**config.mk**
```make
export PLATFORM = sky130hd
export DESIGN_NAME = dip_switch_input_flat
export DESIGN_NICKNAME = d
export VERILOG_FILES = /design/src/rtl/dip_switch_input_if.sv /design/src/rtl/dip_switch_input.sv /design/src/flat_wrapper.sv
export SDC_FILE = /design/constraint.sdc
export NUM_CORES = 1
export LEC_CHECK = 0
export ABC_AREA = 1
export ABC_CLOCK_PERIOD_IN_PS = 2300
export BUFFER_PORTS_ARGS = -buffer_cell sky130_fd_sc_hd__buf_4
export CAP_MARGIN = 20
export CORE_MARGIN = 5
export CORE_UTILIZATION = 44
export CTS_CLUSTER_DIAMETER = 60
export DETAILED_ROUTE_END_ITERATION = 16
export GPL_TIMING_DRIVEN = 0
export PLACE_DENSITY_LB_ADDON = 0.3
export SYNTH_ARGS = -nofsm -noshare
export SYNTH_HDL_FRONTEND = slang
export SYNTH_SLANG_ARGS = --single-unit
```
**constraint.sdc**
```tcl
create_clock -name clk -period 2.3 [get_ports clk]
set_input_delay 0.23 -clock clk [delete_from_list [all_inputs] [get_ports clk]]
set_output_delay 0.23 -clock clk [all_outputs]
set_load 0.01 [all_outputs]
```
**src/rtl/dip_switch_input_if.sv**
```systemverilog
// rtl/dip_switch_input_if.sv - raw switch/button pins and conditioned outputs bundle
interface dip_switch_input_if;
  logic [7:0] sw_in;
  logic       btn_in;
  logic [7:0] sw_val;
  logic       btn_level;
  logic       btn_press;
  logic       btn_release;
  logic [7:0] latched_val;

  modport master (
    output sw_in, btn_in,
    input  sw_val, btn_level, btn_press, btn_release, latched_val
  );

  modport slave (
    input  sw_in, btn_in,
    output sw_val, btn_level, btn_press, btn_release, latched_val
  );
endinterface

```
**src/rtl/dip_switch_input.sv**
```systemverilog
// rtl/dip_switch_input.sv - synchronise, debounce and latch DIP switch / button inputs
module dip_switch_input #(
  parameter int DEBOUNCE_CYCLES = 120000,
  parameter int CNT_W           = $clog2(DEBOUNCE_CYCLES)
) (
  input  logic                clk,
  input  logic                rst,
  dip_switch_input_if.slave   io
);

  localparam logic [CNT_W-1:0] CNT_MAX = CNT_W'(DEBOUNCE_CYCLES - 1);

  logic [7:0]       s1_sw, s2_sw, cand_sw, stable_sw;
  logic [CNT_W-1:0] cnt_sw;
  logic             s1_btn, s2_btn, cand_btn, stable_btn;
  logic [CNT_W-1:0] cnt_btn;
  logic             press_q, release_q;
  logic [7:0]       latched_q;
  logic             sw_accept, btn_accept;

  // The whole bus shares one counter so a multi-bit change lands atomically.
  always_comb begin
    sw_accept  = 1'b0;
    btn_accept = 1'b0;
    if ((s2_sw != stable_sw) && (s2_sw == cand_sw) && (cnt_sw == CNT_MAX))
      sw_accept = 1'b1;
    if ((s2_btn != stable_btn) && (s2_btn == cand_btn) && (cnt_btn == CNT_MAX))
      btn_accept = 1'b1;
  end

  always_ff @(posedge clk) begin
    if (rst) begin
      s1_sw      <= '0;
      s2_sw      <= '0;
      cand_sw    <= '0;
      cnt_sw     <= '0;
      stable_sw  <= '0;
      s1_btn     <= 1'b0;
      s2_btn     <= 1'b0;
      cand_btn   <= 1'b0;
      cnt_btn    <= '0;
      stable_btn <= 1'b0;
      press_q    <= 1'b0;
      release_q  <= 1'b0;
      latched_q  <= '0;
    end else begin
      s1_sw    <= io.sw_in;
      s2_sw    <= s1_sw;
      cand_sw  <= s2_sw;
      s1_btn   <= io.btn_in;
      s2_btn   <= s1_btn;
      cand_btn <= s2_btn;

      if ((s2_sw == stable_sw) || (s2_sw != cand_sw)) begin
        cnt_sw <= '0;
      end else if (sw_accept) begin
        stable_sw <= s2_sw;
        cnt_sw    <= '0;
      end else begin
        cnt_sw <= cnt_sw + 1'b1;
      end

      if ((s2_btn == stable_btn) || (s2_btn != cand_btn)) begin
        cnt_btn <= '0;
      end else if (btn_accept) begin
        stable_btn <= s2_btn;
        cnt_btn    <= '0;
      end else begin
        cnt_btn <= cnt_btn + 1'b1;
      end

      press_q   <= btn_accept & s2_btn;
      release_q <= btn_accept & ~s2_btn;
      // stable_sw is still the pre-edge value here, so a simultaneous bus change is not captured.
      if (btn_accept && s2_btn)
        latched_q <= stable_sw;
    end
  end

  assign io.sw_val      = stable_sw;
  assign io.btn_level   = stable_btn;
  assign io.btn_press   = press_q;
  assign io.btn_release = release_q;
  assign io.latched_val = latched_q;

endmodule
```
**src/flat_wrapper.sv**
```systemverilog
// flat-port wrapper written by rule: the top's interface ports become plain ports
module dip_switch_input_flat 
#(
  parameter int DEBOUNCE_CYCLES = 120000,
  parameter int CNT_W           = $clog2(DEBOUNCE_CYCLES)
)
  (clk, rst, io_sw_in, io_btn_in, io_sw_val, io_btn_level, io_btn_press, io_btn_release, io_latched_val);
  dip_switch_input_if io_i ();
  input  logic clk;
  input  logic rst;
  input wire logic [$bits(io_i.sw_in)-1:0] io_sw_in;
  input wire logic [$bits(io_i.btn_in)-1:0] io_btn_in;
  output wire logic [$bits(io_i.sw_val)-1:0] io_sw_val;
  output wire logic [$bits(io_i.btn_level)-1:0] io_btn_level;
  output wire logic [$bits(io_i.btn_press)-1:0] io_btn_press;
  output wire logic [$bits(io_i.btn_release)-1:0] io_btn_release;
  output wire logic [$bits(io_i.latched_val)-1:0] io_latched_val;
  assign io_i.sw_in = io_sw_in;
  assign io_i.btn_in = io_btn_in;
  assign io_sw_val = io_i.sw_val;
  assign io_btn_level = io_i.btn_level;
  assign io_btn_press = io_i.btn_press;
  assign io_btn_release = io_i.btn_release;
  assign io_latched_val = io_i.latched_val;
  dip_switch_input #(.DEBOUNCE_CYCLES(DEBOUNCE_CYCLES), .CNT_W(CNT_W)) u_core (.clk(clk), .rst(rst), .io(io_i));
endmodule
```
==> impl_results.md, run 1 <==
- Outcome: complete, no violations
- Total routing usage reported by global routing: 14.59%
- Number of buffers on the longest clock path: 2
- TritonCTS Sinks: 80
- Post-CTS Setup Repair Bufs: 0
- Most frequent standard cell in the layout excluding fill and tap cells: nand2_1
- Crit Path Class: reg -> reg
- Initial DRC count: 79
- Site Rows: 32
- Number of antenna cells inserted: 0
- Number of detailed-route iterations in the first pass: 4
- Worst endpoint required time: around 2.5 ns
- Cell area after synthesis: 3563 um^2
- Final design area excluding fillers: around 4000 um^2
- Clk pin slew, worst setup/hold paths: 0.08 ns
- Hpwl dp: around 4900 um
- Vias in the first global route: between 2,000 and 3,000
- Worst VDD drop: roughly 0.30 mV
- ANT nets after route: 0
- Starting density of the core: 45.64%
- Least-Margin Pin Slew: 0.5708 ns
- Cts hold-fix bufs: 0
- Worst setup timing slack at the placement stage: around 0.48 ns
- Synthesized Nets: between 500 and 600
- Largest fanout on the critical path: 10
- Net count of the finished layout: about 540
- Fmax: about 550 MHz
- Setup repair after global routing missed its margin: false
- Aggregate negative setup slack: 0 ns
- Nature of the critical path startpoint: flop
- CTS tree: built
- Total placed instance area: just under 4000 um^2
- Deepest level of the CTS H-tree: 3
- Final worst setup slack: between 0.4 and 0.5 ns
- Via count of the routed design: 2,846
- Tmin final: around 1.8 ns
- Max-slew violations: 0
- Clock latency at the later pin of the worst-skew pair: 0.36 ns
- Total CTS buffers: 9
- Most used flip-flop cell after synthesis: dfxtp_1
- Class of the tightest hold or removal check: in -> reg
- Master cell of the clock root buffer: clkbuf_8
- Horizontal die dimension: 99.99 um
- Arrival time at the worst endpoint: between 2 and 2.5 ns
- Antenna violations before repair: 0
- Final setup violation count: 0
- Global-route wire length before repair: approximately 12,000 um
- Mean Syn Cell Area: between 7 and 8 um^2
- DRC violation count after routing: 0
- Reported leakage power: between 0.0015 and 0.002 uW
- Final number of hold-violating endpoints: 0
- Count of flip-flops with a built-in enable after synthesis: 0
- I/O pin count: 30
- Fraction of final layout cells sized beyond drive strength 1: around 16%
- Area of the core: ~7800 um^2
- Clock skew: approximately 0.0094 ns
- Area growth from synthesis to layout: 15.13%
- Pwr per Cell Area: approximately 630 nW/um^2
- Utilization of the core after routing: between 50% and 60%
- Synthesized instance count: slightly below 500
- Post-synthesis sequential element count: 80
- Residual overflow from global routing: 0
- Number of max-cap violations: 0
- Most frequent cells in the layout: nand2_1 (105), nor2_1 (87), inv_1 (83)
- Die Area: around 10000 um^2
- Part of the Yosys area used for sequential elements: around 45%
- Number of port buffers: 29
- Yosys synthesis warning count: 0
- Vertical die dimension: ~100 um
- Relative slew slack: between 60% and 70%
- Post-synthesis cell type count: 30
- Post-DR wirelength/cell: 10.64 um
- Kind of end point of the critical path: flop
- Fraction of synthesis flops using an asynchronous set or reset pin: 0%
- Maximum number of pins on one net before global-route repair: 14
- Number of resized instances in the post-cts repair step: 0
- Via density per instance: 4.475
- Overall power: ~2600 uW
- Aggregate routed wire length: 6765 um
- Routability Congestion: about 0.84
- Final period utilization: 79.26%
-- worst max-delay path, stage by stage (launching register included) --
cell	delay [ns]
dfxtp_1	0.36
ha_1	0.19
nand3_1	0.17
nor3_1	0.31
nand3_2	0.20
buf_2	0.24
nor2_1	0.15
nor3b_1	0.06
-- synthesized netlist by cell type (4+ instances only) --
cell type / number / share of area (%)
nand2_1: 105 / 11
nor2_1: 87 / 9.2
inv_1: 83 / 8.7
dfxtp_1: 80 / 45
nand3_1: 17 / 2.4
nand4_1: 16 / 2.8
nor3_1: 16 / 2.2
xor2_1: 16 / 3.9
inv_2: 12 / 1.3
nor2_4: 10 / 3.2
nor3b_1: 9 / 1.9
xnor2_1: 5 / 1.2
a21oi_1: 4 / 0.56
-- per-layer routing --
layer,vias to the layer above,wire length [um],GRT usage (%)
li1,1549,-,-
met1,1248,3287,18.74
met2,37,3039,23.35
met3,12,286,2.780
met4,0,152,7.461
met5,-,0,0
-- power by group --
group | leakage, uW | total, uW | switching (uW) | internal [uW]
registers | 0.000649 | 1420 | 11.4 | 1400
clock network | 0.0000985 | 1030 | 507 | 525
logic | 0.000971 | 140 | 90.9 | 48.6
total | 0.00172 | 2590 | 609 | 1980
-- per-stage QoR --
step / cells / hold WS (ns)
2_1_floorplan: 490 / 0.3370
3_3_place_gp: 621 / 0.3899
3_5_place_dp: 621 / 0.3921
4_1_cts: 636 / 0.05700
5_1_grt: 636 / 0.07480
6_report: 636 / 0.06831
-- cell type report --
type | count | area (um^2)
buffer | 7 | 45.04
sequential | 80 | 1602
multi-input combinational | 306 | 1550
tap | 102 | 127.6
timing repair buffer | 29 | 217.7
clock buffer | 10 | 137.6
inverter | 97 | 366.6
fill | 796 | 3705
clock inverter | 5 | 56.30
-- path summary, 6_finish.rpt --
| path | from | cells after the start | slack [ns] | to |
|---|---|---|---|---|
| setup / recovery | u_core.cnt_btn[0] | 7 | 0.48 | u_core.io.latched_val[2] |
| hold / removal | io_sw_in[3] | 3 | 0.07 | u_core.s1_sw[3] |
| hold reg to reg | u_core.s1_sw[5] | 2 | 0.40 | u_core.s2_sw[5] |
| setup reg to reg | u_core.cnt_btn[0] | 7 | 0.48 | u_core.io.latched_val[2] |
-- state kept, by name (all words and copies together), names as in the netlist, 8 cells and up --
register,flops
u_core.cand_sw,8
u_core.io.sw_val,8
u_core.io.latched_val,8
u_core.cnt_sw,17
u_core.s2_sw,8
u_core.cnt_btn,17
u_core.s1_sw,8
-- cell families (layout without fill, tap and decap cells) --
kind of cell    after synthesis  after routing  share of synthesized area, %
buf+inv                     104            148                         11.55
fa+ha+maj                     2              2                        0.7021
xor+xnor                     21             21                         5.161
flops                        80             80                         44.94
simple gates                272            272                         35.96
compound gates               11             11                         1.685
(Power assumes the default switching activity.)
==> run 2, diff against run 1 <==
ABC_CLOCK_PERIOD_IN_PS = 1800   (was 2300)
clock period = 1.8 ns   (was 2.3 ns; I/O delays follow)
==> run 2 against run 1 <==
Sequential power increased by 27%. Hold slack got worse by 0.042 ns. Routed wire length increased by 1.4%. Sequential share of layout area decreased by 1.0 points. Maximum frequency increased by 8.9%. Combinational power increased by 28%. First-iteration DRC count decreased by 10%. Register-to-register slack got worse by 0.35 ns. Via count increased by 2.2%. Non-clock buffer count increased by 5. Clock power increased by 27%. Count of clock-buffer cells in the layout unchanged. Critical path type unchanged. Highest routed layer unchanged.
==> impl_results.md, run 2 (same netlist as run 1, synthesis figures left out) <==
- Slowest stage delay, CP: 0.36 ns (about the same)
- Cts hold-fix bufs: 0 (unchanged)
- Grt met1 use: 19.05% (+0.30 points)
- Number of buffers on the longest clock path: 2 (unchanged)
- Global-route track usage on met2: 23.70% (+0.36 points)
- Number of antenna cells inserted: 0 (unchanged)
- Crit path buf inv count: 3 (+2)
- Number of port buffers: 29 (unchanged)
- Largest fanout on the critical path: 10 (unchanged)
- TritonCTS Sinks: 80 (unchanged)
- Routability Congestion: 0.8404 (unchanged)
- Largest registers: u_core.cnt_btn: 17 flops, u_core.cnt_sw: 17 flops
- Maximum number of pins on one net before global-route repair: 14 (unchanged)
- Via count of the routed design: 2,910 (+2.2%)
- Worst hold slack across all endpoints: 0.02657 ns (-0.04174 ns)
- Area growth from synthesis to layout: 18.19%
- Class of the tightest hold or removal check: in -> reg
- Final period utilization: 92.98% (+14 points)
- Total CTS buffers: 9 (unchanged)
- Critical-path cell list: ha_1, nand3_2, nor2_4, inv_2, o21ai_2, nor2_8, inv_4, buf_12, nor2_4
- Net count of the finished layout: 548 (+0.92%)
- I/O pin count: 30 (unchanged)
- Residual overflow from global routing: 0 (unchanged)
- Site Rows: 32 (unchanged)
- Total routing usage reported by global routing: 14.79% (+0.20 points)
- Vertical die dimension: 99.99 um (unchanged)
- Deepest level of the CTS H-tree: 3 (unchanged)
- Instance count after placement with tap cells included: 621 (unchanged)
- Fillers: 788 (-1.0%)
- Final setup violation count: 0 (unchanged)
- CTS tree: built
- Fraction of final layout cells sized beyond drive strength 1: 17.25% (+1.7 points)
- Number of detailed-route iterations in the first pass: 4 (unchanged)
- Most frequent cells in the layout: nand2_1 (105), nor2_1 (85), inv_1 (83)
- Tmin final: 1.674 ns (-0.1493 ns)
- Starting density of the core: 45.64% (unchanged)
- CP delay by family, top: simple AND/OR/NAND/NOR gates
- Relative slew slack: 60.65% (-1.3 points)
- Final number of hold-violating endpoints: 0 (unchanged)
- Slowest cell on the critical path: dfxtp_1
- Non-filler instance count after layout: 641 (+0.79%)
- Die Area: 9998 um^2 (unchanged)
- Max-slew violations: 0 (unchanged)
- Utilization of the core after routing: 53.94% (+1.4 points)
- Crit Path Class: reg -> reg
- Master cell of the clock root buffer: clkbuf_8
- Worst VDD drop: 0.3674 mV (+24%)
- Nature of the critical path startpoint: flop
- Clock latency at the later pin of the worst-skew pair: 0.35 ns (about the same)
- Least-Margin Pin Slew: 0.5902 ns (+0.01939 ns)
- Number of max-cap violations: 0 (unchanged)
- Vias in the first global route: 2,706 (+1.1%)
- Worst endpoint required time: 2.04 ns (-0.48 ns)
- DRC violation count after routing: 0 (unchanged)
- Arrival time at the worst endpoint: 1.91 ns (-0.13 ns)
- Outcome: complete, no violations
- Hpwl dp: 4907 um (unchanged)
- Kind of end point of the critical path: flop
- Reported leakage power: 0.001746 uW (+1.6%)
- Global routing's busiest layer: met2
- Via density per instance: 4.540 (+1.5%)
- Clk pin slew, worst setup/hold paths: 0.08 ns (about the same)
- Aggregate routed wire length: 6859 um (+1.4%)
- ANT nets after route: 0 (unchanged)
- Initial DRC count: 71 (-10%)
- Global-route wire length before repair: 11,870 um (+1.6%)
- M3 GR Usage: 2.571% (-0.21 points)
- Most frequent cell on the critical path: nor2_4
- Clock skew: 0.009837 ns (+0.0004330 ns)
- Antenna violations before repair: 0 (unchanged)
- Most frequent standard cell in the layout excluding fill and tap cells: nand2_1
- Area of the core: 7807 um^2 (unchanged)
- Fmax: 597.5 MHz (+8.9%)
- Horizontal die dimension: 99.99 um (unchanged)
- Post-DR wirelength/cell: 10.70 um (+0.60%)
- Pwr per Cell Area: 783.7 nW/um^2 (+24%)
run 2: changes by cell type in the layout (fill, tap and decap cells not counted), sizes merged:
cell,change
buf,+5
run 2: layout make-up:
cell class	instances	area [um^2]	share of cell area, %
multi-input cells	306	1617	38.38
flip-flops and latches	80	1602	38.03
inverters	97	366.6	8.705
repair buffers	34	255.2	6.061
clock buffers	10	137.6	3.268
well taps	102	127.6	3.030
clock inverters	5	56.30	1.337
plain buffers	7	50.05	1.188
run 2: final timing paths:
| path | start | to | slack (ns) | cells after the start |
|---|---|---|---|---|
| min | io_sw_in[3] | u_core.s1_sw[3] | 0.03 | 3 |
| max | u_core.cnt_sw[0] | u_core.cnt_sw[3] | 0.13 | 9 |
| max reg2reg | u_core.cnt_sw[0] | u_core.cnt_sw[3] | 0.13 | 9 |
| min reg2reg | u_core.s1_sw[5] | u_core.s2_sw[5] | 0.40 | 2 |
run 2: layer usage:
metal  part of all wire (%)  wire [um]  vias up
li1                       -          -     1558
met1                     47       3228     1289
met2                     47       3191       48
met3                    4.2        288       15
met4                    2.2        151        0
met5                      0          0        -
run 2: repair_timing:
action | 4_1_cts | 5_1_grt
buffers inserted | 0 | 5
gates resized for setup | 3 | 13
cloned | 0 | 0
setup endpoints to repair | 9 | 38
pin swaps | 0 | 3
run 2: metrics by stage:
step,setup WS (ns),instance area [um^2],total power (uW),setup TNS [ns]
after CTS,0.007800,4115,3352,0
after global routing,-0.02015,4212,3447,-0.03752
after global placement,-0.04076,3909,2027,-0.04076
final,0.1263,4212,3301,0
after detailed placement,-0.02093,3909,2031,-0.04972
after floorplan,0.2094,3563,1981,0
run 2: worst min-delay path, cell delays in order:
cell and delay, ns:
buf_4 0.07, inv_1 0.03, nor2_1 0.06
run 2: where the power goes:
part           internal, uW  total [uW]  switching, uW
clock                   671        1310            641
sequential             1790        1810           15.0
combinational          62.5         179            117
total                  2530        3300            773
==> run 3, diff against run 2 <==
ABC_CLOCK_PERIOD_IN_PS = 1390   (was 1800)
CELL_PAD_IN_SITES_DETAIL_PLACEMENT = 1   (was not set)
CELL_PAD_IN_SITES_GLOBAL_PLACEMENT = 1   (was not set)
CORE_UTILIZATION = 39   (was 44)
clock period = 1.39 ns   (was 1.8 ns; I/O delays follow)
==> run 3 against run 2 <==
The flow now finishes with violations (negative setup slack). Maximum frequency rose by 7.7%. Hold slack got worse by 0.0040 ns. Clock power up 74%. Critical path depth did not move. Die area increased by 12%. Via count is 17% higher. Sequential share of layout area down 6.3 points. Clock skew rose by 0.0074 ns. Critical path type unchanged. Largest cell class unchanged. Highest routed layer unchanged.
==> impl_results.md, run 3 (same netlist as run 1, synthesis figures left out) <==
- Maximum number of pins on one net before global-route repair: 14 (unchanged)
- Number of max-cap violations: 0 (unchanged)
- TritonCTS Sinks: 80 (unchanged)
- Vias in the first global route: 3,544 (+31%)
- Number of detailed-route iterations in the first pass: 4 (unchanged)
- Post-DR wirelength/cell: 16.52 um (+54%)
- Hpwl dp: 6320 um (+29%)
- Most frequent cells in the layout: nand2_1 (86), inv_1 (77), buf_4 (63)
- Largest registers: u_core.cnt_btn: 17 flops, u_core.cnt_sw: 17 flops
- M3 GR Usage: 4.768% (+2.2 points)
- I/O pin count: 30 (unchanged)
- Clock skew: 0.01727 ns (+0.007435 ns)
- Final worst setup slack: -0.1647 ns (-0.2910 ns)
- Worst VDD drop: 0.5947 mV (+62%)
- Global routing's busiest layer: met2
- Reported leakage power: 0.002174 uW (+25%)
- Number of antenna cells inserted: 0 (unchanged)
- Vertical die dimension: 105.6 um (+5.6%)
- DRC violation count after routing: 0 (unchanged)
- Crit Path Class: reg -> reg
- Non-filler instance count after layout: 696 (+8.6%)
- Via count of the routed design: 3,393 (+17%)
- Global-route wire length before repair: 16,730 um (+41%)
- Most frequent standard cell in the layout excluding fill and tap cells: nand2_1
- Total CTS buffers: 9 (unchanged)
- Instance count after placement with tap cells included: 627 (+0.97%)
- Clock latency at the later pin of the worst-skew pair: 0.36 ns (about the same)
- Final design area excluding fillers: 5268 um^2 (+25%)
- Master cell of the clock root buffer: clkbuf_8
- Grt met1 use: 20.30% (+1.3 points)
- Utilization of the core after routing: 59.82% (+5.9 points)
- Clk pin slew, worst setup/hold paths: 0.08 ns (about the same)
- Deepest level of the CTS H-tree: 3 (unchanged)
- ANT nets after route: 0 (unchanged)
- Fraction of final layout cells sized beyond drive strength 1: 43.03% (+26 points)
- Violations in the final reports: negative setup slack
- Number of port buffers: 29 (unchanged)
- Routability Congestion: 0.7734 (-8.0%)
- Number of buffers on the longest clock path: 2 (unchanged)
- Tmin final: 1.555 ns (-0.1190 ns)
- Horizontal die dimension: 105.6 um (+5.6%)
- Global-route track usage on met2: 34.34% (+11 points)
- Outcome: complete, but fails checks
- Die Area: 11,150 um^2 (+12%)
- Hold_sp: io_sw_in[7]
- Kind of end point of the critical path: flop
- Fmax: 643.2 MHz (+7.7%)
- CTS tree: built
- Worst endpoint required time: 1.67 ns (-0.37 ns)
- Via density per instance: 4.875 (+7.4%)
- Aggregate routed wire length: 11,500 um (+68%)
- Initial DRC count: 66 (-7.0%)
- Residual overflow from global routing: 0 (unchanged)
- Site Rows: 34 (+6.3%)
- Pwr per Cell Area: 940.9 nW/um^2 (+20%)
- Area of the core: 8806 um^2 (+13%)
- Launch point of the worst reg-to-reg path: u_core.io.sw_val[3]
- Relative slew slack: 50.45% (-10 points)
- Nature of the critical path startpoint: flop
- Class of the tightest hold or removal check: in -> reg
- Final number of hold-violating endpoints: 0 (unchanged)
- Final period utilization: 111.9% (+19 points)
- Final setup violation count: 49 (+49)
- Net count of the finished layout: 596 (+8.8%)
- Setup repair after global routing missed its margin: true
- Largest fanout on the critical path: 7 (-3)
- Antenna violations before repair: 0 (unchanged)
- Area growth from synthesis to layout: 47.82%
- Starting density of the core: 40.47% (-5.2 points)
- Arrival time at the worst endpoint: 1.83 ns (-0.08 ns)
- Max-slew violations: 0 (unchanged)
- Total routing usage reported by global routing: 18.52% (+3.7 points)
- First element of the critical path: u_core.io.sw_val[3]
- Total placed instance area: 4013 um^2 (+2.7%)
- Least-Margin Pin Slew: 0.7433 ns (+0.1531 ns)
[run 3: power by group]
part,internal [uW],switching [uW],total [uW]
Sequential,2310,22.0,2330
Clock,1430,851,2280
Combinational,145,205,350
Total,3880,1080,4960
[run 3: cell type report]
class / count / area [um^2]
buffer: 7 / 65.06
clock inverter: 5 / 127.6
inverter: 97 / 374.1
sequential: 80 / 1673
tap: 108 / 135.1
fill: 1043 / 3538
timing repair buffer: 82 / 711.9
clock buffer: 11 / 141.4
multi-input combinational: 306 / 2039
[run 3: repair_timing]
item / in CTS / in global routing
hold endpoints to repair: 7 / 0
gates cloned: 2 / 1
pin swaps: 20 / 27
hold buffers: 7 / 0
setup buffers: 21 / 22
gates resized for setup: 67 / 100
setup endpoints to repair: 50 / 50
[run 3: path summary, 6_finish.rpt]
path / to / slack (ns) / cells past startpoint
worst min register to register: u_core.s2_sw[4] / 0.38 / 2
worst max-delay path: u_core.io.sw_val[2] / -0.16 / 9
worst max register to register: u_core.io.sw_val[2] / -0.16 / 9
worst min-delay path: u_core.s1_sw[7] / 0.02 / 3
[run 3: critical path: stages (launching register included)]
cell	delay, ns
dfxtp_1	0.42
inv_1	0.08
nand2_1	0.08
nand4_1	0.09
nor2_1	0.15
nand2_2	0.15
buf_4	0.20
nand4_1	0.08
nand2_1	0.09
nor2_1	0.15
[run 3: per-layer routing]
layer  share of wire, %  wire, um  vias up
met2                 55      6368       73
met5                  0         0        -
met1                 38      4338     1625
met3                3.5       397       35
met4                3.4       393        0
li1                   -         -     1660
[run 3: metrics by stage]
stage	setup WS [ns]	hold slack (ns)	setup TNS, ns	power [uW]
final	-0.1647	0.02255	-3.659	4956
after global routing	-0.2756	0.03390	-8.008	5120
after CTS	-0.1234	0.008102	-2.532	4994
after detailed placement	-0.3543	0.3488	-10.87	2650
after global placement	-0.2627	0.3366	-8.999	2638
after floorplan	-0.01026	0.2460	-0.09457	2573
